[src/rtl/gpio_in_debounce.sv]
// gpio_in_debounce: synchronize, debounce and edge-detect raw GPIO pins with sticky events and irq
module gpio_in_debounce #(
   parameter int WIDTH = 12,
   parameter int DEBOUNCE_CYCLES = 50000,
   parameter int CNT_WIDTH = 16
) (
   input  logic             clk_i,
   input  logic             rst_i,
   input  logic [WIDTH-1:0] raw_i,
   output logic [WIDTH-1:0] stable_o,
   output logic [WIDTH-1:0] rise_o,
   output logic [WIDTH-1:0] fall_o,
   output logic [WIDTH-1:0] evt_o,
   input  logic [WIDTH-1:0] evt_clr_i,
   output logic             irq_o
);
   localparam logic [CNT_WIDTH-1:0] LAST = CNT_WIDTH'(DEBOUNCE_CYCLES - 1);
   logic [WIDTH-1:0] s1, s2, flip, evt_n;
   logic [CNT_WIDTH-1:0] cnt [WIDTH];
   // a bit flips when its synchronized level has disagreed for the full count
   always_comb begin
      flip = '0;
      for (int i = 0; i < WIDTH; i++) flip[i] = (s2[i] != stable_o[i]) && (cnt[i] == LAST);
      evt_n = (evt_o & ~evt_clr_i) | flip;
   end
   // synchronizer, stability counters, level/pulse/event registers
   always_ff @(posedge clk_i) begin
      if (rst_i) begin
         s1 <= '0;
         s2 <= '0;
         stable_o <= '0;
         rise_o <= '0;
         fall_o <= '0;
         evt_o <= '0;
         irq_o <= 1'b0;
         for (int i = 0; i < WIDTH; i++) cnt[i] <= '0;
      end else begin
         s1 <= raw_i;
         s2 <= s1;
         stable_o <= stable_o ^ flip;
         rise_o <= flip & s2;
         fall_o <= flip & ~s2;
         evt_o <= evt_n;
         irq_o <= |evt_n;
         for (int i = 0; i < WIDTH; i++)
            cnt[i] <= (s2[i] == stable_o[i] || flip[i]) ? '0 : cnt[i] + CNT_WIDTH'(1);
      end
   end
endmodule
[config.mk]
export PLATFORM = sky130hd
export DESIGN_NAME = gpio_in_debounce
export DESIGN_NICKNAME = d
export VERILOG_FILES = /design/src/rtl/gpio_in_debounce.sv
export SDC_FILE = /design/constraint.sdc
export NUM_CORES = 1
export LEC_CHECK = 0
export BUFFER_PORTS_ARGS = -buffer_cell sky130_fd_sc_hd__buf_2
export CAP_MARGIN = 5
export CORE_MARGIN = 5
export CORE_UTILIZATION = 54
export DETAILED_ROUTE_END_ITERATION = 10
export GPL_TIMING_DRIVEN = 0
export PLACE_DENSITY = 0.72
export SYNTH_ARGS = -nofsm -noshare
export SYNTH_HDL_FRONTEND = slang
export SYNTH_SLANG_ARGS = --single-unit
export TNS_END_PERCENT = 100
[constraint.sdc]
create_clock -name clk_i -period 2.4 [get_ports clk_i]
set_input_delay 0 -clock clk_i [delete_from_list [all_inputs] [get_ports clk_i]]
set_output_delay 0 -clock clk_i [all_outputs]
set_load 0.01 [all_outputs]
After elaboration in Yosys (flattened, before gate mapping)
Memory sizes are Yosys's and may differ from the RTL's. Index checks and enable logic that the tools add are counted.

$add $sub $neg: 12. Eq/ne operators: 36. Multiplexer cells: 27. Bitwise operators: 19. Reduce and logical (&&, ||, !) cells: 25.

Operator list (count): $mux 16 (24); $add 16x1->16 const B (12); $eq 16x16->1 const B (12); $and 12x12->12 (3); $not 12->12 (2); $eq 1x1->1 (12); $logic_and 1x1->1 (12); $logic_or 1x1->1 (12); $ne 1x1->1 (12); $or 1x1->1 (12); $or 12x12->12 (1); $reduce_or 12->1 (1); $xor 12x12->12 (1); $mux 1 (3).

Register bits: 73. Memory bits (writable): 192. Input bits: 26. Output and inout bits: 49. Word-level logic and storage cells: 127. Memories: 1.

Memories: cnt (depth 12, bits a word 16, rd ports 12, clocked after memory_dff 0, wr ports 12, line 19) `logic [CNT_WIDTH-1:0] cnt [WIDTH];`.

Longest topological paths before layout
Gate-level depths: netlist (run 1).

Depth in word-level cells: 5. Gate-level depth with buffers: 7. Mapped depth without buffers: 6.

Worst setup path after synthesis (run 1)
No wires, ideal clock.

Kind: register to register. Start point: memory cnt[5][0], in the netlist cnt[0][80]. End point: memory cnt[5][4], in the netlist cnt[0][84]. Setup time: 0.128 ns. Arrival time: 1.623 ns. Data required time: 2.272 ns. Slack: 0.649 ns. Stages on the path, launching flop included: 8. Path buffers: 2. Period minus slack after synthesis: 1.751 ns. Cells stage by stage: dfxtp_1 ha_1 and3_1 clkbuf_1 nand4_1 nand2_1 clkbuf_1 nor2_1.

RTL lines (line): start: declaration (19).

==> reports/results.ini, run 1 <==
[run_status]
status = complete, no violations

[critical_path]
crit_required_ns = 2.78
cp-endpoint = cnt[0][41]$_SDFF_PP0_
cpPeakStageDelay_ns = 0.40
start_kind = flip-flop
cp_max_fo = 10
startpoint = cnt[0][32]$_SDFF_PP0_
ff2ff_path_depth = 6
reg2reg_slack_ns = 0.33
r2r-end = cnt[0][41]$_SDFF_PP0_
crit_slowest_cell = clkbuf_1
regToRegStartpoint = cnt[0][32]$_SDFF_PP0_
critical_path.cell_chain = ha_1, and3_1, nand4_1, nand2_1, clkbuf_1, nor2_1
worstSetupPathType = reg2reg
end_kind = flip-flop
critPathArrivalTime_ns = 2.45

[yosys]
avgSynthCellArea_um2 = 9.227
yosys_warnings = 0
synthTopCellsByCount = 265 x dfxtp_1, 217 x nor2_1, 87 x xnor2_1
synth_fp_nets = 1187
synth-edff-count = 0
yosys_most_used_dff = dfxtp_1
syn_area_mm2 = 0.01060
synth_most_common_cell = dfxtp_1
async_reset_ff_share_pct = 0
synthTopCellsByArea = dfxtp_1 50%, nor2_1 7.7%, xnor2_1 7.2%, xor2_1 6.4%, nand3_1 3.0%
yosysSeqAreaShare_pct = 50.04
yosysTopAreaCell = dfxtp_1
synthCells = 1149
ys_ff_latch = 265
yosys.cell_types.count = 40
yosysTopAreaCellShare_pct = 50.04

[drt]
drc_errors = 0
drtAntennaViolNets = 0
dr_wl_met3_um = 966
vias = 8142
via_per_inst = 5.226
detail_route.first_pass.iterations = 4
wl_met1_mm = 10.07
finalWirelength_mm = 21.60
route.top_layer_used = met4
drt-initial-drc-count = 307
wl_per_cell_um = 13.86
wl_met2_mm = 10.08

[floorplan]
die_area_mm2 = 0.02253
num_io_pins = 75
core-area_mm2 = 0.01940
die_y_um = 150.1
die_w_um = 150.1
initial_core_util_pct = 54.65
row_count = 51

[timing]
hold_viol = 0
period_minus_slack_ns = 2.069
final_max_slew_viol_count = 0
setup_viol = 0
tightest_slew_ns = 0.9055
clock_skew_ns = 0.01703
finalCritPeriodShare_pct = 86.19
rsz0062_at_grt = false
finalSetupTns_ns = 0
relSlewSlack_pct = 39.63
fmax_mhz = 483.4

[flow_run]
max_cap_violations = 0

[clock_tree]
htree_levels = 1
clock-root-buffer = clkbuf_16
numCtsBuffers = 27
cts_sinks = 265
cts.clk_slew.worst_paths_ns = 0.06
post_cts_resized = 0
insertion_delay_ns = 0.52
clockBufferDepth = 3
cts_tree = done
post_cts_buffers = 0

[grt]
antenna_found_initial = 0
overflow = 0
grt_pass1_wl_mm = 36.64
grt_max_degree = 14
grt.total_usage_pct = 19.45
grt_pass1_vias = 7837

[finish]
drive_gt1_share_pct = 9.281
fill_cells = 1688
areaGrowthSynthToFinish_pct = 17.30
antenna_cells = 0
final_net_count = 1314
multi_input_area_mm2 = 0.005076
ff_latch_area_mm2 = 0.005305

[pwr]
leakagePower_nw = 4.370
pwr-share-clk_pct = 47.5
p_total_w = 0.008759
p_switching_w = 0.001740
pwr-share-seq_pct = 50.7
switching_share_pct = 19.86
combPwrFrac_pct = 1.8
ir_worst_vdd_mv = 0.4754
p_int_w = 0.007019
powerDensity_mw_per_mm2 = 704.3

[place]
place.port_buffers = 74
dp_hpwl_mm = 15.06
gp_congestion = 0.8590

[min_path]
hp-class = in2reg

[power by group through the flow]
stage | Sequential (W) | Clock (W) | Combinational, W
after CTS | 0.00444 | 0.00426 | 0.000161
after floorplan | 0.00453 | 0 | 0.0000682
after detailed placement | 0.00454 | 0 | 0.000129
after global placement | 0.00454 | 0 | 0.000128
after global routing | 0.00444 | 0.00443 | 0.000173
final | 0.00444 | 0.00416 | 0.000158
[flip-flops by register name (all words and copies together) (netlist names), named ones only]
register	cells
cnt	192
evt_o	12
fall_o	12
irq_o	1
rise_o	12
s1	12
s2	12
[cells by family after synthesis]
logic type	Yosys count	synth area share, %
and+or+nand+nor	593	29.40
DFF	265	50.04
xor gates and xnor gates	164	13.55
buffers and inverters	58	2.077
AOI/OAI and AO/OA	45	2.384
muxes	12	1.133
adders and majority gates	12	1.416
[metal layers]
layer | GRT usage [%] | vias up
met4 | 5.261 | 0
met5 | 0 | -
met1 | 25.74 | 3798
met2 | 33.18 | 127
li1 | - | 4183
met3 | 3.101 | 34
[repair_timing]
action                                 CTS  global route
setup endpoints to repair                0             6
endpoints found under the hold margin   30             0
hold buffers                            25             0
[per-stage QoR]
step	hold slack [ns]	worst slack (ns)	utilization (%)	instance area, µm²	std cells
6_report	0.2157	0.3314	64.11	12440	1558
3_5_place_dp	0.2117	0.1800	58.27	11300	1488
2_1_floorplan	0.1282	0.6491	-	10600	1149
3_3_place_gp	0.2106	0.2545	58.27	11300	1488
4_1_cts	0.1986	0.1636	64.13	12440	1559
5_1_grt	0.2406	0.09887	64.11	12440	1558
[cells in the final DEF (no fill, tap or decap), drive strengths merged, types with 3 or more instances in the layout]
cell type    Yosys  layout
dfxtp          265     265
nand2           64      64
xor2            77      77
ha              12      12
xnor2           87      87
a21oi           17      17
nor2b           36      36
dlygate4sd3      0      25
o22ai            9       9
clkbuf          23      59
nand3           63      63
buf              4      78
and4            10      10
or3             17      17
nor4b           29      29
clkinv           0       5
and3b            5       5
o21ai           15      15
inv             31      31
mux2i           12      12
nor3            20      20
nor4bb          15      15
nand4           40      40
bufinv           0       3
and4b            5       5
nor4            18      18
nor2           217     217
and3            41      41
nand4b           3       3
[worst max-delay path: cells and delay by family (launching register included)]
kind,cells,cell delay [ns]
buffers and inverters,1,0.40
and+or+nand+nor,4,0.95
adders and majority gates,1,0.21
DFF,1,0.35
[area by class of cell]
cell class / instances / share of cell area, %
clock buffer: 37 / 6.137
multi-input combinational: 826 / 40.82
clock inverter: 9 / 0.9860
buffer: 26 / 0.8049
timing repair buffer: 99 / 4.990
sequential: 265 / 42.66
inverter: 31 / 0.9357
tap: 265 / 2.666
[worst min path at each step]
stage               from  slack, ns  cells past startpoint           endpoint
2_1_floorplan   raw_i[0]       0.13                      1   s1[0]$_SDFF_PP0_
3_3_place_gp   raw_i[11]       0.21                      2  s1[11]$_SDFF_PP0_
3_5_place_dp    raw_i[3]       0.21                      2   s1[3]$_SDFF_PP0_
4_1_cts         raw_i[3]       0.20                      3   s1[3]$_SDFF_PP0_
5_1_grt         raw_i[6]       0.24                      3   s1[6]$_SDFF_PP0_
6_report        raw_i[3]       0.22                      3   s1[3]$_SDFF_PP0_
No activity file was read; power rests on OpenSTA's default activity.
==> inputs of run 2 (changes only) <==
Settings changed: PLACE_DENSITY 0.72 to 0.83.
==> run 2 against run 1 <==
  * Total power grew 4.3%
  * Wire length grew 4.3%
  * Worst hold slack gained 0.0032 ns
  * Sequential cell count is the same
  * Global-route usage grew 0.41 points
  * Final cell count grew 0.19%
  * Critical endpoint is now irq_o$_SDFF_PP0_
  * Largest cell class unchanged
==> reports/results.ini, run 2 (synthesis results as in run 1) <==
[run_status]
status = complete, no violations

[timing]
rsz0062_at_grt = false
period_minus_slack_ns = 2.087
fmax_mhz = 479.1
hold_viol = 0
final_max_slew_viol_count = 0
timing.hold.ws_ns = 0.2189
relSlewSlack_pct = 41.60
setup_viol = 0
tightest_slew_ns = 0.8760
finalSetupTns_ns = 0
worst_slack_ns = 0.3126
clock_skew_ns = 0.01308
finalCritPeriodShare_pct = 86.98

[grt]
grt_pass1_vias = 7844
antenna_found_initial = 0
overflow = 0
grt.total_usage_pct = 19.85
grt_max_degree = 15
grt_pass1_wl_mm = 37.39

[critical_path]
critical_path.cell_chain = ha_1, and3_1, clkbuf_1, nand4_1, o22ai_1, nor4_1, a41oi_1
worstSetupPathType = reg2reg
cp.buffers_inverters = 1
cp_max_fo = 6
critPathArrivalTime_ns = 2.52
end_kind = flip-flop
start_kind = flip-flop
cp_top_family = simple AND/OR/NAND/NOR gates
cpPeakStageDelay_ns = 0.37
crit_required_ns = 2.83
crit_slowest_cell = dfxtp_1
reg2reg_slack_ns = 0.31

[clock_tree]
cts_sinks = 265
clockBufferDepth = 3
numCtsBuffers = 27
cts.clk_slew.worst_paths_ns = 0.06
cts_tree = done
htree_levels = 1
clock-root-buffer = clkbuf_16
insertion_delay_ns = 0.52
post_cts_buffers = 0

[flow_run]
max_cap_violations = 0

[drt]
wl_per_cell_um = 14.44
drtAntennaViolNets = 0
via_per_inst = 5.299
drt-initial-drc-count = 405
vias = 8272
drc_errors = 0
finalWirelength_mm = 22.54
detail_route.first_pass.iterations = 5

[floorplan]
row_count = 51
initial_core_util_pct = 54.65
core-area_mm2 = 0.01940
die_y_um = 150.1
num_io_pins = 75
die_w_um = 150.1
die_area_mm2 = 0.02253

[place]
dp_hpwl_mm = 15.54
place.port_buffers = 74
place_ws_ns = 0.1721
gp_congestion = 0.8605

[pwr]
ir_worst_vdd_mv = 0.4972
powerDensity_mw_per_mm2 = 729.4
leakagePower_nw = 4.413

[finish]
layout_common_cells = 265 x dfxtp_1, 217 x nor2_1, 87 x xnor2_1
drive_gt1_share_pct = 9.491
regMostFlops = cnt
final_net_count = 1314
antenna_cells = 0
areaGrowthSynthToFinish_pct = 18.15
largest_reg_flops = 192
ff_latch_area_mm2 = 0.005305
fill_cells = 1620
multi_input_area_mm2 = 0.005076
final_common_cell = dfxtp_1

[min_path]
hp-class = in2reg

run 2: cell count changes in the layout (fill, tap and decap cells not counted):
cell | previous run | this run
bufinv_16 | 3 | 6
run 2: worst paths after layout:
check,start,to,depth (start not counted)
worst max-delay path,cnt[0][80]$_SDFF_PP0_,irq_o$_SDFF_PP0_,7
worst min-delay path,raw_i[3],s1[3]$_SDFF_PP0_,3
worst min register to register,s1[7]$_SDFF_PP0_,s2[7]$_SDFF_PP0_,1
worst max register to register,cnt[0][80]$_SDFF_PP0_,irq_o$_SDFF_PP0_,7
run 2: metrics by stage:
stage / cells / utilization (%) / area, µm² / power [W]
floorplan: 1149 / - / 10600 / 0.004601
global placement: 1488 / 58.27 / 11300 / 0.004665
detailed placement: 1488 / 58.27 / 11300 / 0.004668
CTS: 1562 / 64.59 / 12530 / 0.009225
global route: 1561 / 64.57 / 12530 / 0.009438
finish: 1561 / 64.57 / 12530 / 0.009136
run 2: area by class of cell:
class                      count  share of cell area (%)
timing repair buffer          99                   4.955
clock buffer                  37                   6.093
sequential                   265                   42.35
inverter                      31                  0.9290
buffer                        26                  0.7991
multi-input combinational    826                   40.53
tap                          265                   2.647
clock inverter                12                   1.698
run 2: repair_timing:
item                                   in CTS  in global routing
hold buffers                               25                  0
setup endpoints to repair                   0                 10
resized for setup                           0                  0
endpoints found under the hold margin      30                  0
run 2: metal layers:
metal  vias to the layer above  routed length (µm)  track usage, %
li1                       4188                   -               -
met1                      3885               10080           25.25
met2                       152               10680           34.08
met3                        47                1105           3.703
met4                         0                 678           6.587
met5                         -                   0               0
run 2: where the power goes:
part	total, W	leakage, nW	internal (W)	switching, W
Sequential	0.00444	2.14	0.00442	0.0000179
Clock	0.00454	0.479	0.00286	0.00168
Combinational	0.000159	1.79	0.0000689	0.0000900
Total	0.00914	4.41	0.00735	0.00178
run 2: worst register-to-register path, delay by kind of cell (launching register included):
| kind | cells | cell delay, ns |
|---|---|---|
| simple gates | 3 | 0.58 |
| buf+inv | 1 | 0.28 |
| flops | 1 | 0.37 |
| fa+ha+maj | 1 | 0.19 |
| compound gates | 2 | 0.57 |
==> inputs of run 3 (changes only) <==
Settings changed: BUFFER_PORTS_ARGS -buffer_cell sky130_fd_sc_hd__buf_2 to -buffer_cell sky130_fd_sc_hd__buf_4, SLEW_MARGIN set to 20.
==> run 3 against run 2 <==
  * Largest cell class unchanged
  * Combinational power increased by 8%
  * Sequential power about the same
  * Sequential share of layout area shrank 0.52 points
  * Setup slack got worse by 0.0015 ns
==> reports/results.ini, run 3 (synthesis results as in run 1) <==
[clock_tree]
numCtsBuffers = 26
clock-root-buffer = clkbuf_16
cts_tree = done
htree_levels = 1
cts_sinks = 265
post_cts_resized = 0
insertion_delay_ns = 0.52
clockBufferDepth = 3
cts.clk_slew.worst_paths_ns = 0.06

[pwr]
p_total_w = 0.008941
powerDensity_mw_per_mm2 = 705.1
leakagePower_nw = 4.424
ir_worst_vdd_mv = 0.4658

[finish]
final_net_count = 1313
multi_input_area_mm2 = 0.005076
antenna_cells = 0
fill_cells = 1557
drive_gt1_share_pct = 9.730
largest_reg_flops = 192
final_common_cell = dfxtp_1
ff_latch_area_mm2 = 0.005305
final_area_mm2 = 0.01268
areaGrowthSynthToFinish_pct = 19.62
regMostFlops = cnt
layout_common_cells = 265 x dfxtp_1, 217 x nor2_1, 87 x xnor2_1

[place]
gp_congestion = 0.8759
dpl_cell_area_mm2 = 0.01149
place.port_buffers = 74
dp_hpwl_mm = 15.64

[grt]
grt_pass1_wl_mm = 37.38
antenna_found_initial = 0
grt_max_degree = 15
grt.total_usage_pct = 19.96
overflow = 0
grt_pass1_vias = 7822

[critical_path]
worstSetupPathType = reg2reg
critical_path.cell_chain = nor4bb_1, nand4_1, nand2_1, clkbuf_1, nor2_1
regToRegStartpoint = cnt[0][22]$_SDFF_PP0_
end_kind = flip-flop
reg2reg_slack_ns = 0.31
start_kind = flip-flop
r2r-end = cnt[0][18]$_SDFF_PP0_
critPathArrivalTime_ns = 2.47
cpPeakStageDelay_ns = 0.42
cp_max_fo = 10
crit_slowest_cell = dfxtp_1
crit_required_ns = 2.79
ff2ff_path_depth = 5

[drt]
via_per_inst = 5.267
wl_per_cell_um = 14.43
vias = 8216
drtAntennaViolNets = 0
drt-initial-drc-count = 463
finalWirelength_mm = 22.50
drc_errors = 0
detail_route.first_pass.iterations = 5

[timing]
final_max_slew_viol_count = 0
rsz0062_at_grt = false
fmax_mhz = 478.7
period_minus_slack_ns = 2.089
clock_skew_ns = 0.009100
setup_viol = 0
tightest_slew_ns = 0.8888
finalCritPeriodShare_pct = 87.04
finalSetupTns_ns = 0
relSlewSlack_pct = 40.75
hold_viol = 0

[min_path]
hold_start = raw_i[4]
holdPathEnd = s1[4]$_SDFF_PP0_
hp-class = in2reg
hold_depth = 3

[run_status]
status = complete, no violations

[floorplan]
die_area_mm2 = 0.02253
num_io_pins = 75
initial_core_util_pct = 54.65
die_y_um = 150.1
die_w_um = 150.1
row_count = 51
core-area_mm2 = 0.01940

[flow_run]
max_cap_violations = 0

-- run 3: changes by cell type in the layout (fill, tap and decap cells not counted), moves of 3 or more --
cell / delta
buf_4: +74
clkbuf_1: -4
bufinv_16: -3
clkbuf_8: +5
buf_2: -74
-- run 3: how the worst max path moves through the flow --
stage | from | end | slack [ns] | depth (start not counted)
after floorplan | cnt[0][80]$_SDFF_PP0_ | cnt[0][84]$_SDFF_PP0_ | 0.65 | 7
after global placement | cnt[0][80]$_SDFF_PP0_ | cnt[0][94]$_SDFF_PP0_ | 0.26 | 7
after detailed placement | cnt[0][80]$_SDFF_PP0_ | cnt[0][94]$_SDFF_PP0_ | 0.20 | 7
after CTS | cnt[0][80]$_SDFF_PP0_ | cnt[0][94]$_SDFF_PP0_ | 0.19 | 7
after global routing | cnt[0][80]$_SDFF_PP0_ | cnt[0][83]$_SDFF_PP0_ | 0.09 | 6
final | cnt[0][22]$_SDFF_PP0_ | cnt[0][18]$_SDFF_PP0_ | 0.31 | 5
-- run 3: critical path, delay by kind of cell (launching register included) --
kind,cells,cell delay [ns]
flops,1,0.42
simple gates,4,1.14
buf+inv,1,0.42
-- run 3: stage by stage --
stage          setup WS (ns)  cells  hold WS, ns  util [%]
3_5_place_dp          0.2044   1488       0.2150     59.22
5_1_grt              0.09270   1560       0.2198     65.37
4_1_cts               0.1885   1561       0.2109     65.39
3_3_place_gp          0.2632   1488       0.2135     59.22
6_report              0.3111   1560       0.2315     65.37
2_1_floorplan         0.6491   1149       0.1282         -
-- run 3: routing by layer --
metal  share of wire [%]  vias up  GRT usage (%)
met5                   0        -              0
met4                 3.0        0          6.862
met3                 4.0       48          3.341
met2                  47      132          33.90
met1                  46     3847          25.82
li1                    -     4189              -
-- run 3: layout make-up --
| type | count | share of cell area, % |
|---|---|---|
| Sequential cell | 265 | 41.84 |
| Clock inverter | 10 | 1.016 |
| Tap cell | 265 | 2.615 |
| Multi-Input combinational cell | 826 | 40.03 |
| Inverter | 31 | 0.9176 |
| Clock buffer | 38 | 6.443 |
| Buffer | 26 | 0.7893 |
| Timing Repair Buffer | 99 | 6.354 |
-- run 3: repair_timing --
item,CTS,global route
hold buffers,25,0
setup endpoints to repair,0,10
setup buffers,0,0
endpoints found under the hold margin,30,0
-- run 3: where the power goes --
part	switching [W]	internal [W]
registers	0.0000186	0.00442
clock network	0.00165	0.00268
logic	0.0000920	0.0000800
